## config.mk

```make
export PLATFORM = sky130hd
export DESIGN_NAME = dmem_arbiter
export DESIGN_NICKNAME = d
export VERILOG_FILES = /design/src/rtl/dmem_arb_pkg.sv /design/src/rtl/dmem_arbiter_rr_arb2.sv /design/src/rtl/dmem_arbiter.sv
export SDC_FILE = /design/constraint.sdc
export NUM_CORES = 1
export LEC_CHECK = 0
export CORE_ASPECT_RATIO = 0.6
export CORE_MARGIN = 1
export CORE_UTILIZATION = 35
export CTS_CLUSTER_DIAMETER = 50
export DETAILED_ROUTE_END_ITERATION = 6
export DONT_BUFFER_PORTS = 1
export MAX_ROUTING_LAYER = met4
export PLACE_DENSITY_LB_ADDON = 0.3
export SLEW_MARGIN = 20
export SYNTH_ARGS = -nofsm -noshare
export SYNTH_HDL_FRONTEND = slang
export SYNTH_SLANG_ARGS = --single-unit
export TNS_END_PERCENT = 50
```

## constraint.sdc

```tcl
create_clock -name CLK -period 4 [get_ports CLK]
set_input_delay 0.4 -clock CLK [delete_from_list [all_inputs] [get_ports CLK]]
set_output_delay 0.4 -clock CLK [all_outputs]
set_load 0.01 [all_outputs]
```

## src/rtl/dmem_arb_pkg.sv

```systemverilog
// Shared definitions for the data-memory arbiter: FSM state encoding and requester ids.
package dmem_arb_pkg;

    typedef enum logic [1:0] {
        IDLE   = 2'd0,
        ACCESS = 2'd1,
        RESP   = 2'd2
    } state_e;

    localparam logic PORT_C = 1'b0;
    localparam logic PORT_D = 1'b1;

endpackage

```

## src/rtl/dmem_arbiter_rr_arb2.sv

```systemverilog
// Two-requester round-robin picker; remembers the last grant and alternates on ties.
module rr_arb2
    import dmem_arb_pkg::*;
(
    input  logic       clk,
    input  logic       rst,
    input  logic [1:0] req,
    input  logic       upd,
    output logic       gnt,
    output logic       valid
);

    logic last_q, last_d;

    always_comb begin
        valid  = req[PORT_C] | req[PORT_D];
        // On a tie the port that did not win last time goes next, so neither starves.
        gnt    = (req[PORT_C] && req[PORT_D]) ? ~last_q : req[PORT_D];
        last_d = upd ? gnt : last_q;
    end

    always_ff @(posedge clk or posedge rst) begin
        if (rst) begin
            last_q <= PORT_D;
        end else begin
            last_q <= last_d;
        end
    end

endmodule

```

## src/rtl/dmem_arbiter.sv

```systemverilog
// Shares the DataMemory port between the core (C) and debug/loader (D) requesters.
// Define DMEM_ARB_PERF_EN to add saturating per-port access and conflict counters.
module dmem_arbiter
    import dmem_arb_pkg::*;
#(
    parameter int AW = 32,
    parameter int DW = 32
`ifdef DMEM_ARB_PERF_EN
    ,
    parameter int CNT_W = 16
`endif
) (
    input  logic          CLK,
    input  logic          RST,
    input  logic          c_req,
    input  logic          c_we,
    input  logic [AW-1:0] c_a,
    input  logic [DW-1:0] c_wd,
    input  logic          c_bw,
    input  logic          c_bws,
    output logic          c_ack,
    output logic [DW-1:0] c_rd,
    output logic          c_stall,
    input  logic          d_req,
    input  logic          d_we,
    input  logic [AW-1:0] d_a,
    input  logic [DW-1:0] d_wd,
    input  logic          d_bw,
    input  logic          d_bws,
    output logic          d_ack,
    output logic [DW-1:0] d_rd,
    output logic [AW-1:0] m_a,
    output logic [DW-1:0] m_wd,
    output logic          m_we,
    output logic          m_bw,
    output logic          m_bws,
    input  logic [DW-1:0] m_rd,
    output logic          busy
`ifdef DMEM_ARB_PERF_EN
    ,
    output logic [CNT_W-1:0] c_cnt,
    output logic [CNT_W-1:0] d_cnt,
    output logic [CNT_W-1:0] conflict_cnt
`endif
);

    typedef struct packed {
        logic          we;
        logic [AW-1:0] a;
        logic [DW-1:0] wd;
        logic          bw;
        logic          bws;
    } cmd_t;

    state_e        state_q, state_d;
    logic          win_q, win_d;
    cmd_t          cmd_q, cmd_d;
    logic          m_we_q, m_we_d;
    logic          c_ack_q, c_ack_d;
    logic          d_ack_q, d_ack_d;
    logic [DW-1:0] c_rd_q, c_rd_d;
    logic [DW-1:0] d_rd_q, d_rd_d;

    logic arb_gnt, arb_valid, arb_upd;
    cmd_t c_cmd, d_cmd;

    assign c_cmd = '{we: c_we, a: c_a, wd: c_wd, bw: c_bw, bws: c_bws};
    assign d_cmd = '{we: d_we, a: d_a, wd: d_wd, bw: d_bw, bws: d_bws};

    rr_arb2 u_arb (
        .clk   (CLK),
        .rst   (RST),
        .req   ({d_req, c_req}),
        .upd   (arb_upd),
        .gnt   (arb_gnt),
        .valid (arb_valid)
    );

    always_comb begin
        // NOTE: every _d gets a default before the case, so no path can infer a latch.
        state_d = state_q;
        win_d   = win_q;
        cmd_d   = cmd_q;
        m_we_d  = 1'b0;
        c_ack_d = 1'b0;
        d_ack_d = 1'b0;
        c_rd_d  = c_rd_q;
        d_rd_d  = d_rd_q;
        arb_upd = 1'b0;
        unique case (state_q)
            IDLE, RESP: begin
                state_d = IDLE;
                if (arb_valid) begin
                    arb_upd = 1'b1;
                    win_d   = arb_gnt;
                    cmd_d   = (arb_gnt == PORT_D) ? d_cmd : c_cmd;
                    m_we_d  = cmd_d.we;
                    state_d = ACCESS;
                end
            end
            ACCESS: begin
                if (!cmd_q.we) begin
                    if (win_q == PORT_D) d_rd_d = m_rd;
                    else                 c_rd_d = m_rd;
                end
                c_ack_d = (win_q == PORT_C);
                d_ack_d = (win_q == PORT_D);
                state_d = RESP;
            end
            default: state_d = IDLE;
        endcase
    end

    // NOTE: state is updated only with non-blocking assignments; the async reset clears every flop.
    always_ff @(posedge CLK or posedge RST) begin
        if (RST) begin
            state_q <= IDLE;
            win_q   <= PORT_C;
            cmd_q   <= '0;
            m_we_q  <= 1'b0;
            c_ack_q <= 1'b0;
            d_ack_q <= 1'b0;
            c_rd_q  <= '0;
            d_rd_q  <= '0;
        end else begin
            state_q <= state_d;
            win_q   <= win_d;
            cmd_q   <= cmd_d;
            m_we_q  <= m_we_d;
            c_ack_q <= c_ack_d;
            d_ack_q <= d_ack_d;
            c_rd_q  <= c_rd_d;
            d_rd_q  <= d_rd_d;
        end
    end

    assign m_a     = cmd_q.a;
    assign m_wd    = cmd_q.wd;
    assign m_bw    = cmd_q.bw;
    assign m_bws   = cmd_q.bws;
    assign m_we    = m_we_q;
    assign c_ack   = c_ack_q;
    assign d_ack   = d_ack_q;
    assign c_rd    = c_rd_q;
    assign d_rd    = d_rd_q;
    assign c_stall = c_req & ~c_ack_q;
    assign busy    = (state_q != IDLE);

`ifdef DMEM_ARB_PERF_EN
    logic [CNT_W-1:0] c_cnt_q, c_cnt_d;
    logic [CNT_W-1:0] d_cnt_q, d_cnt_d;
    logic [CNT_W-1:0] conf_cnt_q, conf_cnt_d;

    // Counters step in the cycle the ack/grant is decided and stick at all-ones.
    always_comb begin
        c_cnt_d    = c_cnt_q;
        d_cnt_d    = d_cnt_q;
        conf_cnt_d = conf_cnt_q;
        if (c_ack_d && !(&c_cnt_q)) c_cnt_d = c_cnt_q + CNT_W'(1);
        if (d_ack_d && !(&d_cnt_q)) d_cnt_d = d_cnt_q + CNT_W'(1);
        if (arb_upd && c_req && d_req && !(&conf_cnt_q)) conf_cnt_d = conf_cnt_q + CNT_W'(1);
    end

    always_ff @(posedge CLK or posedge RST) begin
        if (RST) begin
            c_cnt_q    <= '0;
            d_cnt_q    <= '0;
            conf_cnt_q <= '0;
        end else begin
            c_cnt_q    <= c_cnt_d;
            d_cnt_q    <= d_cnt_d;
            conf_cnt_q <= conf_cnt_d;
        end
    end

    assign c_cnt        = c_cnt_q;
    assign d_cnt        = d_cnt_q;
    assign conflict_cnt = conf_cnt_q;
`endif

endmodule
```

-- Word level (Yosys, flattened, before mapping)
Index checks and enable logic that the tools add are counted.
- register bits: 138
- latch bits: 0
- bits in writable memories: 0
- ROM bits: 0
- bits of input ports: 170
- memories: 0
- $add $sub $neg: 0
- $mul: 0
- divide/modulo/power cells: 0
- order comparisons: 0
- eq/ne operators: 2
- shift-type cells: 0
- muxes and demuxes: 10
- bitwise operators: 6
- reductions and logical operators: 7
- operator list (kind ; number):
    $mux W67 ; 1
    $mux W1 ; 8
    $reduce_and A3 Y1 ; 2
    $not A1 Y1 ; 4
    $pmux W2 S2 ; 1
    $eq A2 B1 Y1 const B ; 1
    $eq A2 B2 Y1 const B ; 1
    $logic_not A2 Y1 ; 1
    $reduce_and A2 Y1 ; 1
    $reduce_bool A2 Y1 ; 1
    $reduce_or A2 Y1 ; 1
    $and A1 B1 Y1 ; 1
    $logic_and A1 B1 Y1 ; 1
    $or A1 B1 Y1 ; 1

-- Longest topological paths before layout
- depth after elaboration: 5
- mapped depth: 6

-- Hierarchy
A second synthesis with hierarchy kept.
- cell total of the unflattened synthesis: 439
- area, all modules: 6616.3 sq um
- by module, submodules not included (module ; instances ; cells each ; area each (sq um)):
    dmem_arbiter ; 1 ; 434 ; 6553.8
    rr_arb2 ; 1 ; 5 ; 62.6

-- Worst setup path after synthesis
OpenSTA, ideal clock, no wires.
- path kind: register to register
- from: register state_q[1]
- to: register c_rd_q[22] (netlist: c_rd[22])
- library setup time: 0.125 ns
- arrival: 1.268 ns
- slack: 2.608 ns
- cell stages (with the launch flop): 5
- buffers on the path: 1
- period minus slack after synthesis: 1.392 ns
- cell sequence: dfrtp_1 -> nand2b_1 -> nor3_4 -> buf_4 -> mux2_2
- longest elaborated chain between the ends: 2
- ends and longest elaborated chain (what ; RTL line ; RTL):
    from (decl) ; dmem_arbiter.sv:55 ; state_e state_q, state_d;
    from (signal assigned) ; dmem_arbiter.sv:126 ; state_q <= state_d;
    $eq A2 B1 Y1 ; dmem_arbiter.sv:90 ; unique case (state_q)
    $reduce_and A3 Y1 (no source line) ; -- ;
    to (signal assigned) ; dmem_arbiter.sv:132 ; c_rd_q <= c_rd_d;
    to (decl) ; dmem_arbiter.sv:61 ; logic [DW-1:0] c_rd_q, c_rd_d;
No other way between the ends.
A chain may end at the register's enable or synchronous reset.

-- Worst setup path in the final report
- from: register win_q
- to: register d_rd_q[29] (netlist: d_rd[29])
- longest elaborated chain between the ends: 1
- ends and longest elaborated chain (what ; RTL line ; RTL):
    from (decl) ; dmem_arbiter.sv:56 ; logic win_q, win_d;
    from (signal assigned) ; dmem_arbiter.sv:127 ; win_q <= win_d;
    $reduce_and A3 Y1 (no source line) ; -- ;
    to (signal assigned) ; dmem_arbiter.sv:133 ; d_rd_q <= d_rd_d;
    to (decl) ; dmem_arbiter.sv:62 ; logic [DW-1:0] d_rd_q, d_rd_d;
No other way between the ends.

==> results.json <==
{
  "synth_area_um2": 6300,
  "first_global_vias": 4055,
  "yosys-top-cells-area": "dfrtp_1, a21oi_1, buf_4, mux2_4, mux2_2",
  "synth_top_area_share_pct": 54.4,
  "area_delta_synth_final_pct": 4.47,
  "wire_per_inst_um": 18.4,
  "critPathTopFamily": "simple AND/OR/NAND/NOR gates",
  "io_buffer_count": 0,
  "avgSynthCellArea_um2": 10.7,
  "peakVddDrop_v": 0.000280,
  "die_x_um": 175,
  "endpoint_kind": "flop",
  "multi_input_area_um2": 2140,
  "cts.sinks": 138,
  "failed_checks": "negative hold slack",
  "worstPathRequired_ns": 4.29,
  "route.vias.total": 3916,
  "cp_max_fo": 19,
  "clockRootBuffer": "clkbuf_16",
  "gp_congestion": 0.763,
  "cp_num_buf_inv": 1,
  "reg2reg_setup_slack_ns": 1.92,
  "dpl.hpwl_um": 9800,
  "critical_path_class": "flop to flop",
  "synth_nets": 758,
  "synth_flop_cell": "dfrtp_1",
  "layout-drive-gt1-share_pct": 20.5,
  "core_um2": 17400,
  "drc": 0,
  "drtPass1Iterations": 5,
  "crit_path_cell_trace": "and3b_1 -> nor2b_4 -> buf_4 -> mux2_2",
  "seq_area_um2": 3450,
  "finalPower_w": 0.00497,
  "whs_ns": -0.0321,
  "grt-ovfl-total": 0,
  "yosys_warnings": 0,
  "final_nets": 683,
  "post-route-period-util_pct": 52.0,
  "synthCells": 588,
  "routed_wl_um": 14000,
  "async_reset_ff_share_pct": 100,
  "cap_violations": 0,
  "slowest_stage": "nor2b_4",
  "grt_max_degree": 139,
  "max_freq_ghz": 0.481,
  "die-area_um2": 18600,
  "path_clk_slew_ns": 0.06,
  "htreeDepth": 4,
  "die_h_um": 106,
  "hold_viol": 8,
  "synth-edff-count": 0,
  "holdBufCountCts": 0,
  "start_util_pct": 36.3,
  "grt_antenna_before_repair": 0,
  "setup_viol": 0,
  "cts_tree": "built",
  "p_leak_nw": 2.86,
  "synth_cell_types": 28,
  "nFillCells": 1698,
  "finalMaxSlewViolations": 0,
  "status": "complete, but fails checks",
  "skew_ns": 0.00981,
  "diodes": 0,
  "crit_path_max_incr_delay_ns": 0.52,
  "post_cts_buffers": 0,
  "worstSkewPairLatency_ns": 0.42,
  "cts_buffers": 17,
  "startpoint_type": "flop",
  "post_cts_resized": 0,
  "grt_setup_unrepaired": "no",
  "ant_nets": 0,
  "drt-initial-drc-count": 216,
  "grt_use_total_pct": 15.9,
  "worst_pin_slew_ns": 0.950,
  "synth_top_cell_by_area": "dfrtp_1",
  "rows": 37,
  "fin_tns_setup_ns": 0,
  "period_minus_slack_ns": 2.08,
  "clockBufferDepth": 2,
  "hp-class": "primary input to asynchronous set/reset pin",
  "routed_via_density": 5.15,
  "cellPowerDensity_nw_per_um2": 755,
  "cp.arrival_ns": 2.37,
  "yosysSeqAreaShare_pct": 54.8,
  "relSlewSlack_pct": 36.7,
  "boundaryPins": 305,
  "grt_pass1_wl_um": 22000,
  "ys_ff_latch": 138
}
where the power goes:
| part | internal (W) | switching (W) | total (W) |
|---|---|---|---|
| Clock | 0.000999 | 0.000628 | 0.00163 |
| Sequential | 0.00189 | 0.000632 | 0.00252 |
| Combinational | 0.000465 | 0.000355 | 0.000820 |
| Total | 0.00335 | 0.00161 | 0.00497 |
state kept, by name, summed over array words and instances (netlist names):
signal        flops
m_bws             1
d_ack             1
m_bw              1
c_rd             32
u_arb.last_q      1
state_q           2
c_ack             1
m_wd             32
m_we              1
m_a              32
cmd_q             1
d_rd             32
win_q             1
final cells by class:
cell class	instances	area share, %
Clock buffer	18	6.52
Clock inverter	14	2.81
Inverter	4	0.304
Multi-Input combinational cell	346	32.5
Sequential cell	138	52.5
Tap cell	234	4.45
Timing Repair Buffer	6	0.875
cells in the mapped netlist, drive strengths merged, types with 2 or more instances:
master,instances
a21oi,134
mux2,64
nand2,67
clkbuf,13
inv,4
dfrtp,137
nor2b,2
nor2,69
buf,87
placed cells by master (no fill, tap or decap), types with 2 or more instances in the layout:
master	count
a21oi_1	134
buf_4	5
bufinv_16	3
clkbuf_16	17
clkinv_2	2
clkinvlp_4	3
dfrtp_1	137
inv_1	2
inv_6	5
inv_8	2
mux2_1	2
mux2_2	32
mux2_4	30
nand2_1	67
nor2_1	69
metrics by stage:
stage	cell area (µm²)	util [%]	hold slack (ns)	worst slack (ns)	cells
6_report	6580	37.9	-0.0321	1.92	760
5_1_grt	6580	37.9	0.0492	1.81	760
4_1_cts	6580	37.9	0.0246	1.91	760
3_5_place_dp	5960	34.4	0.470	1.91	728
3_3_place_gp	5960	34.4	0.468	1.99	728
2_1_floorplan	6300	-	0.463	1.88	588
per-layer routing:
layer / global-route usage (%) / vias up / wire length [µm]
met1: 19.5 / 1941 / 5900
met4: 6.96 / 0 / 236
li1: - / 1744 / -
met2: 24.6 / 209 / 6710
met3: 4.54 / 22 / 1160
met5: - / - / 0
path summary, 6_finish.rpt:
check	start	to	cells past startpoint
max reg2reg	win_q	d_rd[29]	4
min reg2reg	win_q	c_ack	1
max	win_q	d_rd[29]	4
min in group CLK	c_req	u_arb.last_q	1
max in group asynchronous	RST	m_wd[8]	2
min	RST	d_rd[16]	2
kinds of logic (layout without fill, tap and decap cells):
kind of cell | after synthesis | in the layout | synth area share (%)
AO/OA/AOI/OAI | 139 | 139 | 11.3
buffers and inverters | 104 | 42 | 11.4
multiplexers | 65 | 65 | 13.4
flip-flops | 138 | 138 | 54.8
AND/OR/NAND/NOR | 142 | 142 | 9.02
Note: power is estimated with default switching activity, not from simulation.
